### src/rtl/pow8_stream_sink_pkg.sv
// Shared definitions for the pow8 result-stream sink: FSM state codes,
// the squaring step count and the 16-bit LFSR tap set.
package pow8_hs_pkg;

    typedef enum logic [1:0] {
        S_IDLE = 2'd0,
        S_CALC = 2'd1,
        S_RECV = 2'd2,
        S_DONE = 2'd3
    } state_t;

    localparam int CALC_STEPS = 3;

    // Feedback taps q[15], q[13], q[12], q[10]
    localparam logic [15:0] LFSR_TAPS = 16'hB400;

    function automatic logic lfsr_fb(input logic [15:0] q);
        return ^(q & LFSR_TAPS);
    endfunction

endpackage

### src/rtl/pow8_stream_sink_if.sv
// Valid/ready result stream carrying pow8 results from datapath to sink.
interface pow8_stream_sink_if #(
    parameter int DATA_W = 64
);
    logic              s_valid;
    logic              s_ready;
    logic [DATA_W-1:0] s_data;

    modport master (
        output s_valid,
        output s_data,
        input  s_ready
    );

    modport slave (
        input  s_valid,
        input  s_data,
        output s_ready
    );
endinterface

### src/rtl/pow8_stream_sink_lfsr.sv
// 16-bit left-shifting Fibonacci LFSR used to throttle s_ready.
// A zero seed would lock the register up, so it is replaced by 1.
module hs_lfsr16
    import pow8_hs_pkg::*;
#(
    parameter logic [15:0] SEED = 16'hACE1
) (
    input  logic        clk,
    input  logic        rst,
    input  logic        en,
    output logic [15:0] q
);
    localparam logic [15:0] SEED_EFF = (SEED == 16'h0000) ? 16'h0001 : SEED;

    logic [15:0] q_reg;
    logic [15:0] q_next;

    assign q_next[0] = lfsr_fb(q_reg);

    generate
        for (genvar gi = 1; gi < 16; gi++) begin : g_shift
            assign q_next[gi] = q_reg[gi-1];
        end
    endgenerate

    always_ff @(posedge clk) begin
        if (rst) begin
            q_reg <= SEED_EFF;
        end else if (en) begin
            q_reg <= q_next;
        end
    end

    assign q = q_reg;

endmodule

### src/rtl/pow8_stream_sink.sv
// On-board pow8 result checker: regenerates idx^8 by three squarings, accepts
// one beat per index and counts mismatches. STREAM_SINK_RAND_READY_EN adds LFSR backpressure.
module pow8_stream_sink
    import pow8_hs_pkg::*;
#(
    parameter int          DATA_W    = 64,
    parameter int          CNT_W     = 32,
    parameter int          NUM_BEATS = 101,
    parameter logic [15:0] LFSR_SEED = 16'hACE1
) (
    input  logic               clk,
    input  logic               rst,
    input  logic               i_run,
    pow8_stream_sink_if.slave  s,
    output logic               o_busy,
    output logic               o_done,
    output logic [CNT_W-1:0]   o_beat_cnt,
    output logic [CNT_W-1:0]   o_err_cnt,
    output logic [CNT_W-1:0]   o_first_err_idx
);
    state_t            state_reg;
    logic [1:0]        step_reg;
    logic [CNT_W-1:0]  idx_reg;
    logic [DATA_W-1:0] acc_reg;
    logic [CNT_W-1:0]  beat_cnt_reg;
    logic [CNT_W-1:0]  err_cnt_reg;
    logic [CNT_W-1:0]  first_err_reg;
    logic              busy_reg;
    logic              done_reg;

    logic [DATA_W-1:0] mul_in;
    logic [DATA_W-1:0] prod;
    logic              ready_gate;
    logic              ready_int;
    logic              hs;
    logic              last_beat;

    function automatic logic [CNT_W-1:0] sat_inc(input logic [CNT_W-1:0] v);
        return (&v) ? v : v + 1'b1;
    endfunction

`ifdef STREAM_SINK_RAND_READY_EN
    logic [15:0] lfsr_q;
    logic        unused_lfsr;

    hs_lfsr16 #(
        .SEED (LFSR_SEED)
    ) u_lfsr (
        .clk (clk),
        .rst (rst),
        .en  (state_reg == S_RECV),
        .q   (lfsr_q)
    );

    assign ready_gate  = lfsr_q[0];
    assign unused_lfsr = ^lfsr_q[15:1];
`else
    logic unused_seed;

    assign ready_gate  = 1'b1;
    assign unused_seed = ^LFSR_SEED;
`endif

    // Step 0 squares the index, later steps square the accumulator.
    assign mul_in    = (step_reg == 2'd0) ? DATA_W'(idx_reg) : acc_reg;
    assign prod      = mul_in * mul_in;
    assign ready_int = (state_reg == S_RECV) && ready_gate;
    assign hs        = s.s_valid && ready_int;
    assign last_beat = (idx_reg == CNT_W'(NUM_BEATS - 1));

    always_ff @(posedge clk) begin
        if (rst) begin
            state_reg     <= S_IDLE;
            step_reg      <= 2'd0;
            idx_reg       <= '0;
            acc_reg       <= '0;
            beat_cnt_reg  <= '0;
            err_cnt_reg   <= '0;
            first_err_reg <= '1;
            busy_reg      <= 1'b0;
            done_reg      <= 1'b0;
        end else begin
            done_reg <= 1'b0;
            case (state_reg)
                S_IDLE: begin
                    if (i_run) begin
                        state_reg     <= S_CALC;
                        step_reg      <= 2'd0;
                        idx_reg       <= '0;
                        beat_cnt_reg  <= '0;
                        err_cnt_reg   <= '0;
                        first_err_reg <= '1;
                        busy_reg      <= 1'b1;
                    end
                end
                S_CALC: begin
                    acc_reg <= prod;
                    if (step_reg == 2'(CALC_STEPS - 1)) begin
                        step_reg  <= 2'd0;
                        state_reg <= S_RECV;
                    end else begin
                        step_reg <= step_reg + 2'd1;
                    end
                end
                S_RECV: begin
                    if (hs) begin
                        beat_cnt_reg <= sat_inc(beat_cnt_reg);
                        if (s.s_data != acc_reg) begin
                            err_cnt_reg <= sat_inc(err_cnt_reg);
                            if (&first_err_reg) begin
                                first_err_reg <= idx_reg;
                            end
                        end
                        if (last_beat) begin
                            state_reg <= S_DONE;
                            done_reg  <= 1'b1;
                        end else begin
                            idx_reg   <= idx_reg + 1'b1;
                            state_reg <= S_CALC;
                        end
                    end
                end
                S_DONE: begin
                    state_reg <= S_IDLE;
                    busy_reg  <= 1'b0;
                end
                default: begin
                    state_reg <= S_IDLE;
                    busy_reg  <= 1'b0;
                end
            endcase
        end
    end

    assign s.s_ready       = ready_int;
    assign o_busy          = busy_reg;
    assign o_done          = done_reg;
    assign o_beat_cnt      = beat_cnt_reg;
    assign o_err_cnt       = err_cnt_reg;
    assign o_first_err_idx = first_err_reg;

endmodule

### src/flat_wrapper.sv
// flat-port wrapper written by rule: the top's interface ports become plain ports
module pow8_stream_sink_flat import pow8_hs_pkg::*;
#(
    parameter int          DATA_W    = 64,
    parameter int          CNT_W     = 32,
    parameter int          NUM_BEATS = 101,
    parameter logic [15:0] LFSR_SEED = 16'hACE1
)
  (clk, rst, i_run, o_busy, o_done, o_beat_cnt, o_err_cnt, o_first_err_idx, s_s_valid, s_s_data, s_s_ready);
  pow8_stream_sink_if #(.DATA_W(DATA_W)) s_i ();
  input  logic clk;
  input  logic rst;
  input  logic i_run;
  output logic o_busy;
  output logic o_done;
  output logic [CNT_W-1:0] o_beat_cnt;
  output logic [CNT_W-1:0] o_err_cnt;
  output logic [CNT_W-1:0] o_first_err_idx;
  input wire logic [$bits(s_i.s_valid)-1:0] s_s_valid;
  input wire logic [$bits(s_i.s_data)-1:0] s_s_data;
  output wire logic [$bits(s_i.s_ready)-1:0] s_s_ready;
  assign s_i.s_valid = s_s_valid;
  assign s_i.s_data = s_s_data;
  assign s_s_ready = s_i.s_ready;
  pow8_stream_sink #(.DATA_W(DATA_W), .CNT_W(CNT_W), .NUM_BEATS(NUM_BEATS), .LFSR_SEED(LFSR_SEED)) u_core (.clk(clk), .rst(rst), .i_run(i_run), .s(s_i), .o_busy(o_busy), .o_done(o_done), .o_beat_cnt(o_beat_cnt), .o_err_cnt(o_err_cnt), .o_first_err_idx(o_first_err_idx));
endmodule
### config.mk
export PLATFORM = sky130hd
export DESIGN_NAME = pow8_stream_sink_flat
export DESIGN_NICKNAME = d
export VERILOG_FILES = /design/src/rtl/pow8_stream_sink_pkg.sv /design/src/rtl/pow8_stream_sink_if.sv /design/src/rtl/pow8_stream_sink_lfsr.sv /design/src/rtl/pow8_stream_sink.sv /design/src/flat_wrapper.sv
export SDC_FILE = /design/constraint.sdc
export NUM_CORES = 2
export LEC_CHECK = 0
export CORE_MARGIN = 3
export CORE_UTILIZATION = 50
export DETAILED_ROUTE_END_ITERATION = 12
export MAX_ROUTING_LAYER = met4
export PLACE_DENSITY = 0.78
export SLEW_MARGIN = 20
export SYNTH_ARGS = -nofsm -noshare
export SYNTH_HDL_FRONTEND = slang
export SYNTH_HIERARCHICAL = 1
export SYNTH_SLANG_ARGS = --single-unit
### constraint.sdc
create_clock -name clk -period 11.93 [get_ports clk]
set_input_delay 2.386 -clock clk [delete_from_list [all_inputs] [get_ports clk]]
set_output_delay 2.386 -clock clk [all_outputs]
set_load 0.005 [all_outputs]
# [Word level (Yosys, flattened, before mapping)]
# Cells that the tools add are included.
[op_classes] add_sub_neg=4 n_mul=1 eq_ne=14 n_mux=28 bitwise=2 n_reduce_logical=17
[ops] op="32-bit two-way mux" n=12
[ops] op="32-bit one-hot mux with 2 select lines" n=4
[ops] op="32-bit by 1-bit adder with 32-bit output (second input constant)" n=3
[ops] op="32-bit AND reduction" n=3
[ops] op="64-bit by 64-bit multiplier with 64-bit output" n=1
[ops] op="64-bit two-way mux" n=1
[ops] op="64-bit inequality test" n=1
[ops] op="32-bit by 7-bit == test with 1-bit output (second input constant)" n=1
[ops] op="2-bit inequality test (second input constant)" n=7
[ops] op="2-bit two-way mux" n=6
[ops] op="5-bit AND reduction" n=2
[ops] op="2-bit one-hot mux with 4 select lines" n=1
[ops] op="4-bit AND reduction" n=2
[ops] op="2-bit == test (second input constant)" n=3
[ops] op="2-bit nonzero test" n=3
[ops] op="2-bit zero test" n=2
[ops] op="2-bit one-hot mux with 2 select lines" n=1
[ops] op="2-bit AND reduction" n=2
[ops] op="3-bit AND reduction" n=1
[ops] op="3-bit OR reduction" n=1
[ops] op="2-bit by 1-bit adder with 2-bit output (second input constant)" n=1
[ops] op="2-bit by 1-bit == test with 1-bit output (second input constant)" n=1
[ops] op="1-bit two-way mux" n=2
[ops] op="2-bit by 1-bit inequality test with 1-bit output (second input constant)" n=1
[ops] op="other kinds (3)" n=4
[word_totals] ff_bits=198 input_bits=68 output_inout_bits=99 word_cells=75

# [Depth between registers and ports, before layout]
[logic_depth] depth_word=5 depth_mapped=42 ltp_nobuf=38

# [Worst setup path after synthesis]
# Ideal clock, no wire load.
[synth_path] path_type="reg-to-reg" start="register u_core.step_reg[1]" end="register u_core.acc_reg[63]" setup_time_ns=0.117 arrival_time_ns=9.870 required_time_ns=11.813 setup_slack_ns=1.944 stages_incl_launch_ff=37 n_path_buf=5 synth_period_minus_slack_ns=9.986 cell_sequence="dfxtp_1 or2_2 clkbuf_1 clkbuf_1 buf_1 mux2i_1 clkbuf_1 nor2_1 fa_1 fa_1 fa_1 inv_1 fa_1 fa_1 inv_1 fa_1 inv_1 fa_1 inv_1 fa_1 fa_1 inv_1 fa_1 inv_1 ha_1 clkbuf_1 a21o_1 a21o_1 a221oi_1 o221a_2 and3b_1 o311ai_1 o211a_1 or4_1 a31oi_1 xnor2_1 a22o_1"
[synth_via] elab_chain_len=3
[synth_rtl] element="start, declared" line_no="pow8_stream_sink.sv:22" text="logic [1:0] step_reg;"
[synth_rtl] element="start signal, assigned" line_no="pow8_stream_sink.sv:102" text="step_reg <= step_reg + 2'd1;"
[synth_rtl] element="2-bit zero test" line_no="pow8_stream_sink.sv:65" text="assign mul_in = (step_reg == 2'd0) ? DATA_W'(idx_reg) : acc_reg;"
[synth_rtl] element="64-bit two-way mux" line_no="pow8_stream_sink.sv:65"
[synth_rtl] element="64-bit by 64-bit multiplier with 64-bit output" line_no="pow8_stream_sink.sv:66" text="assign prod = mul_in * mul_in;"
[synth_rtl] element="end signal, assigned" line_no="pow8_stream_sink.sv:97" text="acc_reg <= prod;"
[synth_rtl] element="end, declared" line_no="pow8_stream_sink.sv:24" text="logic [DATA_W-1:0] acc_reg;"
# Every way passes these cells.
# A chain may end at the register's enable or synchronous reset.

# [Worst setup path in the final report]
[layout_path] start="register u_core.step_reg[1]" end="register u_core.acc_reg[55]"
# Same word-level chain as after synthesis.

==> impl_metrics.ini <==
[power_and_ir_drop]
total_power_w = 0.00222
power_density_mw_per_mm2 = 32.6
vdd_drop_max_mv = 0.0635
leakage_nw = 37.0

[cts]
cts.sinks = 197
cts-root-to-sink-buffers = 2
numCtsBuffers = 17
cts_resized = 0
clkSlewWorstSetupHoldPaths_ns = 0.10
clkLatencyLatePin_ns = 0.51
cts_tree = yes
root_buffer = clkbuf_16
htree_levels = 4
post_cts.repair.setup_buffers = 0
cts_hold_buffers = 0

[synth]
seq_area_frac_synth = 0.0623
synth-edff-count = 0
synth_area_leaders = fa_1 (53%), inv_1 (13%), ha_1 (6.3%)
yosys.area.top_type = fa_1
synth_top_family_by_area = adder cells
synthCells = 6940
synth_warnings = 6
synth_top_cell_area_share = 0.535
synth_cell_type_count = 69
synthMuxAreaShare = 0.00146
ys_ff_latch = 197
synthSimpleGateAreaFrac = 0.120
synth_common_cells = inv_1 (2131), fa_1 (1692), nand2_1 (688)
synth_area_per_cell_um2 = 9.13
synth_most_common_cell = inv_1
netlist_area_mm2 = 0.0633
synth_xor_area_frac = 0.0347
synth-main-ff-cell = dfxtp_1
synthAdderAreaFrac = 0.598
synth_compound_area_frac = 0.0399
synth_async_sr_flop_share = 0

[timing]
slew_headroom = 0.181
grt_setup_unrepaired = no
setup_viol = 0
worst-slew-pin-transition_ns = 1.23
fin_crit_sh = 0.958
fin_crit_ns = 11.43
max_freq_mhz = 87.5
finalSetupTns_ns = 0
maxSlewViolCount = 0
skew_ns = 0.0197
hold_violations = 0

[floorplanning]
start_util = 0.508
die_y_um = 362
ios = 167
die_w_um = 362
core_area_mm2 = 0.125
dieArea_mm2 = 0.131
fp-row-count = 129

[routing]
via_per_inst = 5.55
wirelength_um = 215000
route.vias.total = 48464
avgRoutedWirePerCell_um = 24.7
ant_nets = 0
drc = 0
drtIter0Drc = 4979
first_pass_iters = 8

[grt]
grt_pass1_vias = 53472
grt_usage = 0.353
grt_max_degree = 73
grt_antenna_before_repair = 14
grt.overflow.total = 0
grt_pass1_wl_um = 331000

[critical_path]
worstPathRequired_ns = 12.37
worstPathArrival_ns = 11.87
crit_type = flop to flop
critPathSlowestCell = a21oi_1
critPathLaunchType = flop
crit_family = adder cells
path_common_cell = fa_1
slowest_delay_ns = 1.06
path_buf_inv = 7
path_max_fanout = 36
end_kind = flop

[cells_and_area]
fin_cells = 8734
fin_nets = 9148
fillers = 11201
drive_gt1_frac = 0.0336
largest_reg_flops = 63
seqCellArea_mm2 = 0.00395
area_delta_synth_final_pct = 7.78
multi_input_area_mm2 = 0.0506

[outcome]
outcome = finished clean

[worst_hold_path]
hold_path_class = flop to flop

[placement]
io_buffers = 166
place_hpwl_um = 176000
dp.cells = 8686
routabilityCongestion = 1.04

[flow_run]
maxCapViolCount = 0
## worst paths after layout
kind                                     end  cells after the start                             from  slack, ns
min               u_core/o_busy$_SDFFE_PP0P_                      2       u_core/o_busy$_SDFFE_PP0P_       0.49
max reg2reg  u_core/acc_reg[55]$_SDFFE_PP0P_                     33  u_core/step_reg[1]$_SDFFE_PP0P_       0.50
max          u_core/acc_reg[55]$_SDFFE_PP0P_                     33  u_core/step_reg[1]$_SDFFE_PP0P_       0.50
min reg2reg       u_core/o_busy$_SDFFE_PP0P_                      2       u_core/o_busy$_SDFFE_PP0P_       0.49
## kinds of logic (layout without fill, tap and decap cells)
logic type / count (synthesis) / in the layout
buffers and inverters: 2422 / 2514
adders and majority gates: 2012 / 2012
and+or+nand+nor: 1646 / 1646
AOI/OAI and AO/OA: 401 / 401
xor gates and xnor gates: 251 / 251
DFF: 197 / 197
muxes: 9 / 9
other: 2 / 67
## worst min-delay path: stages (launching register included)
cell      delay, ns
dfxtp_1        0.33
nand2b_1       0.07
a21oi_1        0.06
## power breakdown
part	switching, W	total, W	internal, W
combinational	0.000555	0.000849	0.000293
sequential	0.0000696	0.000746	0.000677
clock	0.000343	0.000628	0.000286
total	0.000968	0.00222	0.00126
## layout make-up
type                       count  share of cell area
clock inverter                14             0.00247
tap                         1637              0.0300
antenna                       16            0.000587
inverter                    2147               0.118
clock buffer                  18             0.00629
sequential                   197              0.0579
multi-input combinational   4370               0.741
timing repair buffer         335              0.0440
## stage by stage
step           hold WS, ns  area [um2]  setup WS [ns]   util
2_1_floorplan        0.449       63500           1.94      -
3_3_place_gp         0.471       67600          0.929  0.542
3_5_place_dp         0.476       67600          0.817  0.542
4_1_cts              0.492       68200          0.710  0.547
5_1_grt              0.511       68300          0.276  0.547
6_report             0.491       68300          0.503  0.547
## placed cells by master (no fill, tap or decap), drive strengths merged, types with 70 or more instances in the layout
cell type,count
a21oi,153
and3,248
buf,170
clkdlybuf4s50,165
dfxtp,197
fa,1692
ha,320
inv,2141
nand2,688
nor2,412
o21ai,70
xnor2,142
xor2,109
## per-layer routing
layer | up-vias | wire length (um) | part of all wire | track usage
li1 | 20175 | - | - | -
met1 | 24454 | 76800 | 0.36 | 0.434
met2 | 3098 | 94400 | 0.44 | 0.517
met3 | 737 | 29200 | 0.14 | 0.117
met4 | 0 | 15000 | 0.069 | 0.192
met5 | - | 0 | 0 | -
(Power assumes the default switching activity.)
